### config.mk
export PLATFORM = sky130hd
export DESIGN_NAME = mul4_vector_divider_flat
export DESIGN_NICKNAME = d
export VERILOG_FILES = /design/src/rtl/mul4_vector_divider_if.sv /design/src/rtl/mul4_vector_divider.sv /design/src/flat_wrapper.sv
export SDC_FILE = /design/constraint.sdc
export NUM_CORES = 1
export LEC_CHECK = 0
export BUFFER_PORTS_ARGS = -buffer_cell sky130_fd_sc_hd__buf_2
export CAP_MARGIN = 25
export CELL_PAD_IN_SITES_DETAIL_PLACEMENT = 0
export CELL_PAD_IN_SITES_GLOBAL_PLACEMENT = 2
export CORE_ASPECT_RATIO = 1.25
export CORE_UTILIZATION = 38
export DETAILED_ROUTE_END_ITERATION = 7
export GPL_TIMING_DRIVEN = 1
export PLACE_DENSITY_LB_ADDON = 0.05
export SETUP_SLACK_MARGIN = 0.3
export SLEW_MARGIN = 5
export SYNTH_ARGS = -nofsm -noshare
export SYNTH_HDL_FRONTEND = slang
export SYNTH_SLANG_ARGS = --single-unit
### constraint.sdc
create_clock -name clk -period 6.4 [get_ports clk]
set_clock_uncertainty 0.15 [all_clocks]
set_input_delay 0.96 -clock clk [delete_from_list [all_inputs] [get_ports clk]]
set_output_delay 0.96 -clock clk [all_outputs]
set_load 0.01 [all_outputs]
### src/rtl/mul4_vector_divider_if.sv
// Handshake and bit-plane bus for the bit-sliced 4-bit / 2-bit vector divider.
// The master drives operands and result acceptance; the divider is the slave.
interface mul4_vector_divider_if #(
    parameter int LANES = 16
);
    logic             in_valid;
    logic             in_ready;
    logic [LANES-1:0] y3, y2, y1, y0;
    logic [LANES-1:0] b1, b0;
    logic             out_valid;
    logic             out_ready;
    logic [LANES-1:0] q3, q2, q1, q0;
    logic [LANES-1:0] r1, r0;
    logic [LANES-1:0] exact;
    logic [LANES-1:0] dz;

    modport master (
        output in_valid, y3, y2, y1, y0, b1, b0, out_ready,
        input  in_ready, out_valid, q3, q2, q1, q0, r1, r0, exact, dz
    );

    modport slave (
        input  in_valid, y3, y2, y1, y0, b1, b0, out_ready,
        output in_ready, out_valid, q3, q2, q1, q0, r1, r0, exact, dz
    );
endinterface

### src/rtl/mul4_vector_divider.sv
// Bit-sliced restoring divider: LANES lanes of 4-bit dividend / 2-bit divisor,
// all lanes stepping one quotient bit per clock through a shared 4-iteration loop.
module mul4_vector_divider #(
    parameter int LANES = 16
) (
    input  logic                        clk,
    input  logic                        rst_n,
    mul4_vector_divider_if.slave        bus
);

    typedef enum logic [1:0] {
        IDLE = 2'd0,
        BUSY = 2'd1,
        DONE = 2'd2
    } state_t;

    state_t state_q, state_d;

    logic [1:0]             iter_q;
    logic [LANES-1:0][3:0]  dvd_q;
    logic [LANES-1:0][1:0]  dvs_q;
    logic [LANES-1:0][1:0]  rem_q, rem_nxt;
    logic [LANES-1:0][3:0]  quo_q, quo_nxt;

    logic [LANES-1:0][3:0]  q_q;
    logic [LANES-1:0][1:0]  r_q;
    logic [LANES-1:0]       exact_q;
    logic [LANES-1:0]       dz_q;

    wire accept   = (state_q == IDLE) && bus.in_valid;
    wire last_it  = (state_q == BUSY) && (iter_q == 2'd0);

    // NOTE: sequential state uses non-blocking (<=) so every register samples
    // pre-edge values; blocking here would create order-dependent simulation.
    always_ff @(posedge clk or negedge rst_n) begin
        if (!rst_n) begin
            state_q <= IDLE;
        end else begin
            state_q <= state_d;
        end
    end

    // NOTE: state_d gets a default before any branch so no path leaves it
    // unassigned, which would otherwise infer a latch.
    always_comb begin
        state_d = state_q;
        unique case (state_q)
            IDLE:    if (bus.in_valid)  state_d = BUSY;
            BUSY:    if (iter_q == 2'd0) state_d = DONE;
            DONE:    if (bus.out_ready) state_d = IDLE;
            default: state_d = IDLE;
        endcase
    end

    // One restoring step per lane. Zero-divisor lanes skip the compare; their
    // quotient and remainder are forced when the result is registered.
    always_comb begin
        rem_nxt = rem_q;
        quo_nxt = quo_q;
        for (int k = 0; k < LANES; k++) begin
            logic [2:0] sh;
            logic [2:0] df;
            sh = {rem_q[k], dvd_q[k][iter_q]};
            df = sh - {1'b0, dvs_q[k]};
            if (dvs_q[k] == 2'd0) begin
                rem_nxt[k]         = 2'd0;
                quo_nxt[k][iter_q] = 1'b1;
            end else if (sh >= {1'b0, dvs_q[k]}) begin
                rem_nxt[k]         = df[1:0];
                quo_nxt[k][iter_q] = 1'b1;
            end else begin
                rem_nxt[k]         = sh[1:0];
                quo_nxt[k][iter_q] = 1'b0;
            end
        end
    end

    // NOTE: every datapath and result register is reset, so an aborted
    // operation leaves no stale quotient visible after reset.
    always_ff @(posedge clk or negedge rst_n) begin
        if (!rst_n) begin
            iter_q  <= 2'd0;
            dvd_q   <= '0;
            dvs_q   <= '0;
            rem_q   <= '0;
            quo_q   <= '0;
            q_q     <= '0;
            r_q     <= '0;
            exact_q <= '0;
            dz_q    <= '0;
        end else if (accept) begin
            iter_q <= 2'd3;
            rem_q  <= '0;
            quo_q  <= '0;
            for (int k = 0; k < LANES; k++) begin
                dvd_q[k] <= {bus.y3[k], bus.y2[k], bus.y1[k], bus.y0[k]};
                dvs_q[k] <= {bus.b1[k], bus.b0[k]};
            end
        end else if (state_q == BUSY) begin
            iter_q <= iter_q - 2'd1;
            rem_q  <= rem_nxt;
            quo_q  <= quo_nxt;
            if (last_it) begin
                for (int k = 0; k < LANES; k++) begin
                    if (dvs_q[k] == 2'd0) begin
                        q_q[k]     <= 4'hF;
                        r_q[k]     <= dvd_q[k][1:0];
                        dz_q[k]    <= 1'b1;
                        exact_q[k] <= 1'b0;
                    end else begin
                        q_q[k]     <= quo_nxt[k];
                        r_q[k]     <= rem_nxt[k];
                        dz_q[k]    <= 1'b0;
                        exact_q[k] <= (rem_nxt[k] == 2'd0);
                    end
                end
            end
        end
    end

    assign bus.in_ready  = (state_q == IDLE);
    assign bus.out_valid = (state_q == DONE);
    assign bus.exact     = exact_q;
    assign bus.dz        = dz_q;

    for (genvar k = 0; k < LANES; k++) begin : g_planes
        assign bus.q3[k] = q_q[k][3];
        assign bus.q2[k] = q_q[k][2];
        assign bus.q1[k] = q_q[k][1];
        assign bus.q0[k] = q_q[k][0];
        assign bus.r1[k] = r_q[k][1];
        assign bus.r0[k] = r_q[k][0];
    end

endmodule

### src/flat_wrapper.sv
// flat-port wrapper written by rule: the top's interface ports become plain ports
module mul4_vector_divider_flat 
#(
    parameter int LANES = 16
)
  (clk, rst_n, bus_in_valid, bus_y3, bus_y2, bus_y1, bus_y0, bus_b1, bus_b0, bus_out_ready, bus_in_ready, bus_out_valid, bus_q3, bus_q2, bus_q1, bus_q0, bus_r1, bus_r0, bus_exact, bus_dz);
  mul4_vector_divider_if #(.LANES(LANES)) bus_i ();
  input  logic clk;
  input  logic rst_n;
  input wire logic [$bits(bus_i.in_valid)-1:0] bus_in_valid;
  input wire logic [$bits(bus_i.y3)-1:0] bus_y3;
  input wire logic [$bits(bus_i.y2)-1:0] bus_y2;
  input wire logic [$bits(bus_i.y1)-1:0] bus_y1;
  input wire logic [$bits(bus_i.y0)-1:0] bus_y0;
  input wire logic [$bits(bus_i.b1)-1:0] bus_b1;
  input wire logic [$bits(bus_i.b0)-1:0] bus_b0;
  input wire logic [$bits(bus_i.out_ready)-1:0] bus_out_ready;
  output wire logic [$bits(bus_i.in_ready)-1:0] bus_in_ready;
  output wire logic [$bits(bus_i.out_valid)-1:0] bus_out_valid;
  output wire logic [$bits(bus_i.q3)-1:0] bus_q3;
  output wire logic [$bits(bus_i.q2)-1:0] bus_q2;
  output wire logic [$bits(bus_i.q1)-1:0] bus_q1;
  output wire logic [$bits(bus_i.q0)-1:0] bus_q0;
  output wire logic [$bits(bus_i.r1)-1:0] bus_r1;
  output wire logic [$bits(bus_i.r0)-1:0] bus_r0;
  output wire logic [$bits(bus_i.exact)-1:0] bus_exact;
  output wire logic [$bits(bus_i.dz)-1:0] bus_dz;
  assign bus_i.in_valid = bus_in_valid;
  assign bus_i.y3 = bus_y3;
  assign bus_i.y2 = bus_y2;
  assign bus_i.y1 = bus_y1;
  assign bus_i.y0 = bus_y0;
  assign bus_i.b1 = bus_b1;
  assign bus_i.b0 = bus_b0;
  assign bus_i.out_ready = bus_out_ready;
  assign bus_in_ready = bus_i.in_ready;
  assign bus_out_valid = bus_i.out_valid;
  assign bus_q3 = bus_i.q3;
  assign bus_q2 = bus_i.q2;
  assign bus_q1 = bus_i.q1;
  assign bus_q0 = bus_i.q0;
  assign bus_r1 = bus_i.r1;
  assign bus_r0 = bus_i.r0;
  assign bus_exact = bus_i.exact;
  assign bus_dz = bus_i.dz;
  mul4_vector_divider #(.LANES(LANES)) u_core (.clk(clk), .rst_n(rst_n), .bus(bus_i));
endmodule
==> key figures <==
GRT
  – Initial antenna violation count: 0
  – Maximum number of pins on one net before global-route repair: 128
  – First-pass GRT wire length: 65.03 mm
  – Gr usage total: 21.99%
  – Global route overflow: 0
  – Vias in the first global route: 11010

Timing
  – # setup viols final: 0
  – Min cycle time layout: 3.425 ns
  – Fmax: 0.2919 GHz
  – Hold Vio Cnt, Final: 0
  – Final hold slack: 0.2550 ns
  – Final setup margin: 2.975 ns
  – Slew margin rel.: 32.21%
  – Final TNS setup: 0 ns
  – Unrepaired setup endpoints after global routing: no
  – Fin. max-slew vios: 0
  – Period utilization: 53.52%
  – Worst slew pin tran: 1.017 ns

Worst setup path
  – WS Path Type: reg2reg
  – CP endpoint kind: flop
  – CP max stage delay: 0.73 ns
  – Worst path required time: 6.66 ns
  – Setup slack, reg-to-reg: 2.97 ns
  – R2R depth: 8
  – Critical Path Sink: u_core.bus.exact[9]$_DFFE_PN0P_
  – CP Cell Sequence: buf_4, mux4_1, inv_1, ha_1, nand2b_1, a2111oi_2, a2bb2oi_1, a32o_1
  – R2r startpoint: u_core.iter_q[0]$_DFFE_PN0P_
  – WP data arrival: 3.69 ns
  – CP Launch Type: flop
  – Worst R2R End: u_core.bus.exact[9]$_DFFE_PN0P_
  – Largest fanout on the critical path: 20
  – CP max stage cell: a2111oi_2
  – CP startpoint: u_core.iter_q[0]$_DFFE_PN0P_

Synth
  – Mapped cell area: 0.01436 mm2
  – Synth Flop Type: dfrtp_1
  – Register bit total from synthesis: 308
  – Top post-synthesis cells by area: dfrtp_1, nand2_1, o21ai_0
  – Top cell type by total area after synthesis: dfrtp_1
  – Yosys top cell area share: 53.68%
  – Syn Area/Cell: 9.958 um2
  – Seq/Total Area, Yosys: 53.68%
  – Synth cell types: 53
  – Post-synth EDFFs: 0
  – Synthesized instance count: 1442
  – Ys Warns: 0
  – Async S/R FF share, synth: 100.0%
  – Post-synthesis net count: 1578

Routing
  – DRC Markers: 0
  – Final ANT Viol Nets: 0
  – Starting DRT DRC Count: 692
  – First-pass detailed-route iteration total: 5
  – Avg WL per Cell: 19.47 um
  – Routed WL: 41.94 mm
  – Via/cell ratio: 5.253
  – Vias: 11320

Finish
  – Fill count: 3744
  – Syn-to-layout area delta: 18.40%
  – Fin nets: 1784
  – Commonest non-fill, non-tap cell in the layout: nand2_1
  – Most frequent cells in the layout: nand2_1, dfrtp_1, buf_2
  – Antenna cells: 0
  – Finished Cell Area: 0.01700 mm2
  – Final Non-Filler Cells: 2154
  – Reg area: 0.007707 mm2
  – Post-layout util: 45.62%
  – Share of cells above drive strength 1: 21.22%
  – Area of the multi-input gates: 0.006186 mm2

Floorplanning
  – Rows: 79
  – Die area: 0.03857 mm2
  – Core Box Area: 0.03726 mm2
  – Top-level I/O count: 230
  – Chip height: 219.3 um
  – Starting Density: 38.53%
  – Die Wd: 175.9 um

CTS
  – Postcts setup bufs: 0
  – Hold buffer count at CTS: 0
  – Post_cts resized: 0
  – Worst-path clk slew: 0.06 ns
  – Clock sinks: 308
  – Worst-Skew Late Latency: 0.52 ns
  – Clock H-tree levels: 2
  – CTS tree: built
  – Total CTS buffers: 35
  – Root Driver: clkbuf_16
  – Bufs on Longest Clock Path: 3

Worst hold path
  – Worst min path class: in2async

Placed design
  – Pre-CTS setup slack: 2.959 ns
  – Buffers on Ports: 229
  – Final Wtd Congestion: 0.8334
  – DP Area: 0.01595 mm2
  – Dpl hpwl: 28.86 mm
  – Placed cells: 2097

Power
  – Power Total: 10.82 mW
  – Leak: 8.078 nW
  – Peak supply drop: 248.8 uV
  – Power density cells: 636.4 mW/mm2

Outcome
  – Status: finished, final reports clean

Run
  – Max Cap Violations: 0
worst max-delay path: cells and delay by family (launching register included):
kind                     cells  cell delay, ns
AO/OA/AOI/OAI                3            1.26
flip-flops                   1            0.32
adder cells (fa/ha/maj)      1            0.22
multiplexers                 1            0.67
AND/OR/NAND/NOR              1            0.19
buffers and inverters        2            0.48
routing by layer:
metal  wire length, um  vias to the layer above  track usage (%)
li1                  -                     5449                -
met2             17500                      308            31.26
met1             21530                     5512            34.47
met4               818                        0            5.710
met5                 0                        -                0
met3              2097                       46            3.153
worst min-delay path by stage:
stage	start	end	slack (ns)	cells past startpoint
6_report	rst_n	u_core.bus.q3[5]$_DFFE_PN0P_	0.26	1
5_1_grt	rst_n	u_core.bus.dz[3]$_DFFE_PN0P_	0.29	1
4_1_cts	rst_n	u_core.bus.q3[5]$_DFFE_PN0P_	0.26	1
3_5_place_dp	u_core.dvd_q[10]$_DFFE_PN0P_	u_core.dvd_q[10]$_DFFE_PN0P_	0.31	2
3_3_place_gp	u_core.dvd_q[10]$_DFFE_PN0P_	u_core.dvd_q[10]$_DFFE_PN0P_	0.31	2
2_1_floorplan	u_core.dvd_q[10]$_DFFE_PN0P_	u_core.dvd_q[10]$_DFFE_PN0P_	0.29	2
flip-flops by register name, indices dropped and copies added, names as in the netlist:
register / cells
u_core.bus.exact: 16
u_core.bus.dz: 16
u_core.bus.q2: 16
u_core.bus.r1: 16
u_core.quo_q: 48
u_core.rem_q: 32
u_core.bus.q0: 16
u_core.iter_q: 2
u_core.bus.r0: 16
u_core.dvd_q: 64
u_core.dvs_q: 32
u_core.bus.q1: 16
u_core.bus.q3: 16
u_core.state_q: 2
logic make-up (layout without fill, tap and decap cells):
group / Yosys count / in the layout / share of synthesized area (%)
AOI/OAI and AO/OA: 363 / 363 / 17.92
muxes: 47 / 47 / 4.967
buffers and inverters: 114 / 340 / 3.407
DFF: 308 / 308 / 53.68
xor gates and xnor gates: 12 / 12 / 0.7320
and+or+nand+nor: 562 / 562 / 16.16
adders and majority gates: 36 / 36 / 3.137
report_power, final:
part	leakage, nW	total, mW	internal [mW]	switching (mW)
Clock	0.520	1.88	1.10	0.780
Combinational	3.80	5.41	2.20	3.21
Sequential	3.76	3.53	2.85	0.682
Total	8.08	10.8	6.14	4.68
synthesized netlist by cell type (3+ instances only):
master       n
a31oi_1      9
o22a_1      42
a32o_1      11
nor2_1     133
a2111oi_2    7
or2_2       10
a2111oi_4    3
a22o_1      36
xor2_1       3
mux2i_1     18
o211ai_1     3
mux4_1       7
inv_1       37
a2bb2oi_2    3
nand2_1    331
buf_2       30
clkbuf_1    38
a21oi_2      3
o31ai_1     12
dfrtp_1    308
nand3_1     33
nand2b_1    24
a211oi_2     5
a22oi_1      4
a21oi_1     90
xnor2_1      9
a211o_1      6
mux2_2      13
or3_1        6
buf_1        7
nor3_1       9
ha_1        36
nor2b_1      6
o21ai_0    100
mux4_2       9
a2bb2oi_1    5
a2111oi_0    4
and2_1       3
a211oi_1     9
cell type report:
class / count / share of cell area (%)
Sequential cell: 308 / 45.34
Inverter: 37 / 0.8170
Tap cell: 486 / 3.577
Multi-Input combinational cell: 1020 / 36.39
Clock buffer: 51 / 5.991
Clock inverter: 6 / 0.1766
Timing Repair Buffer: 246 / 7.713
(Power assumes the default switching activity.)
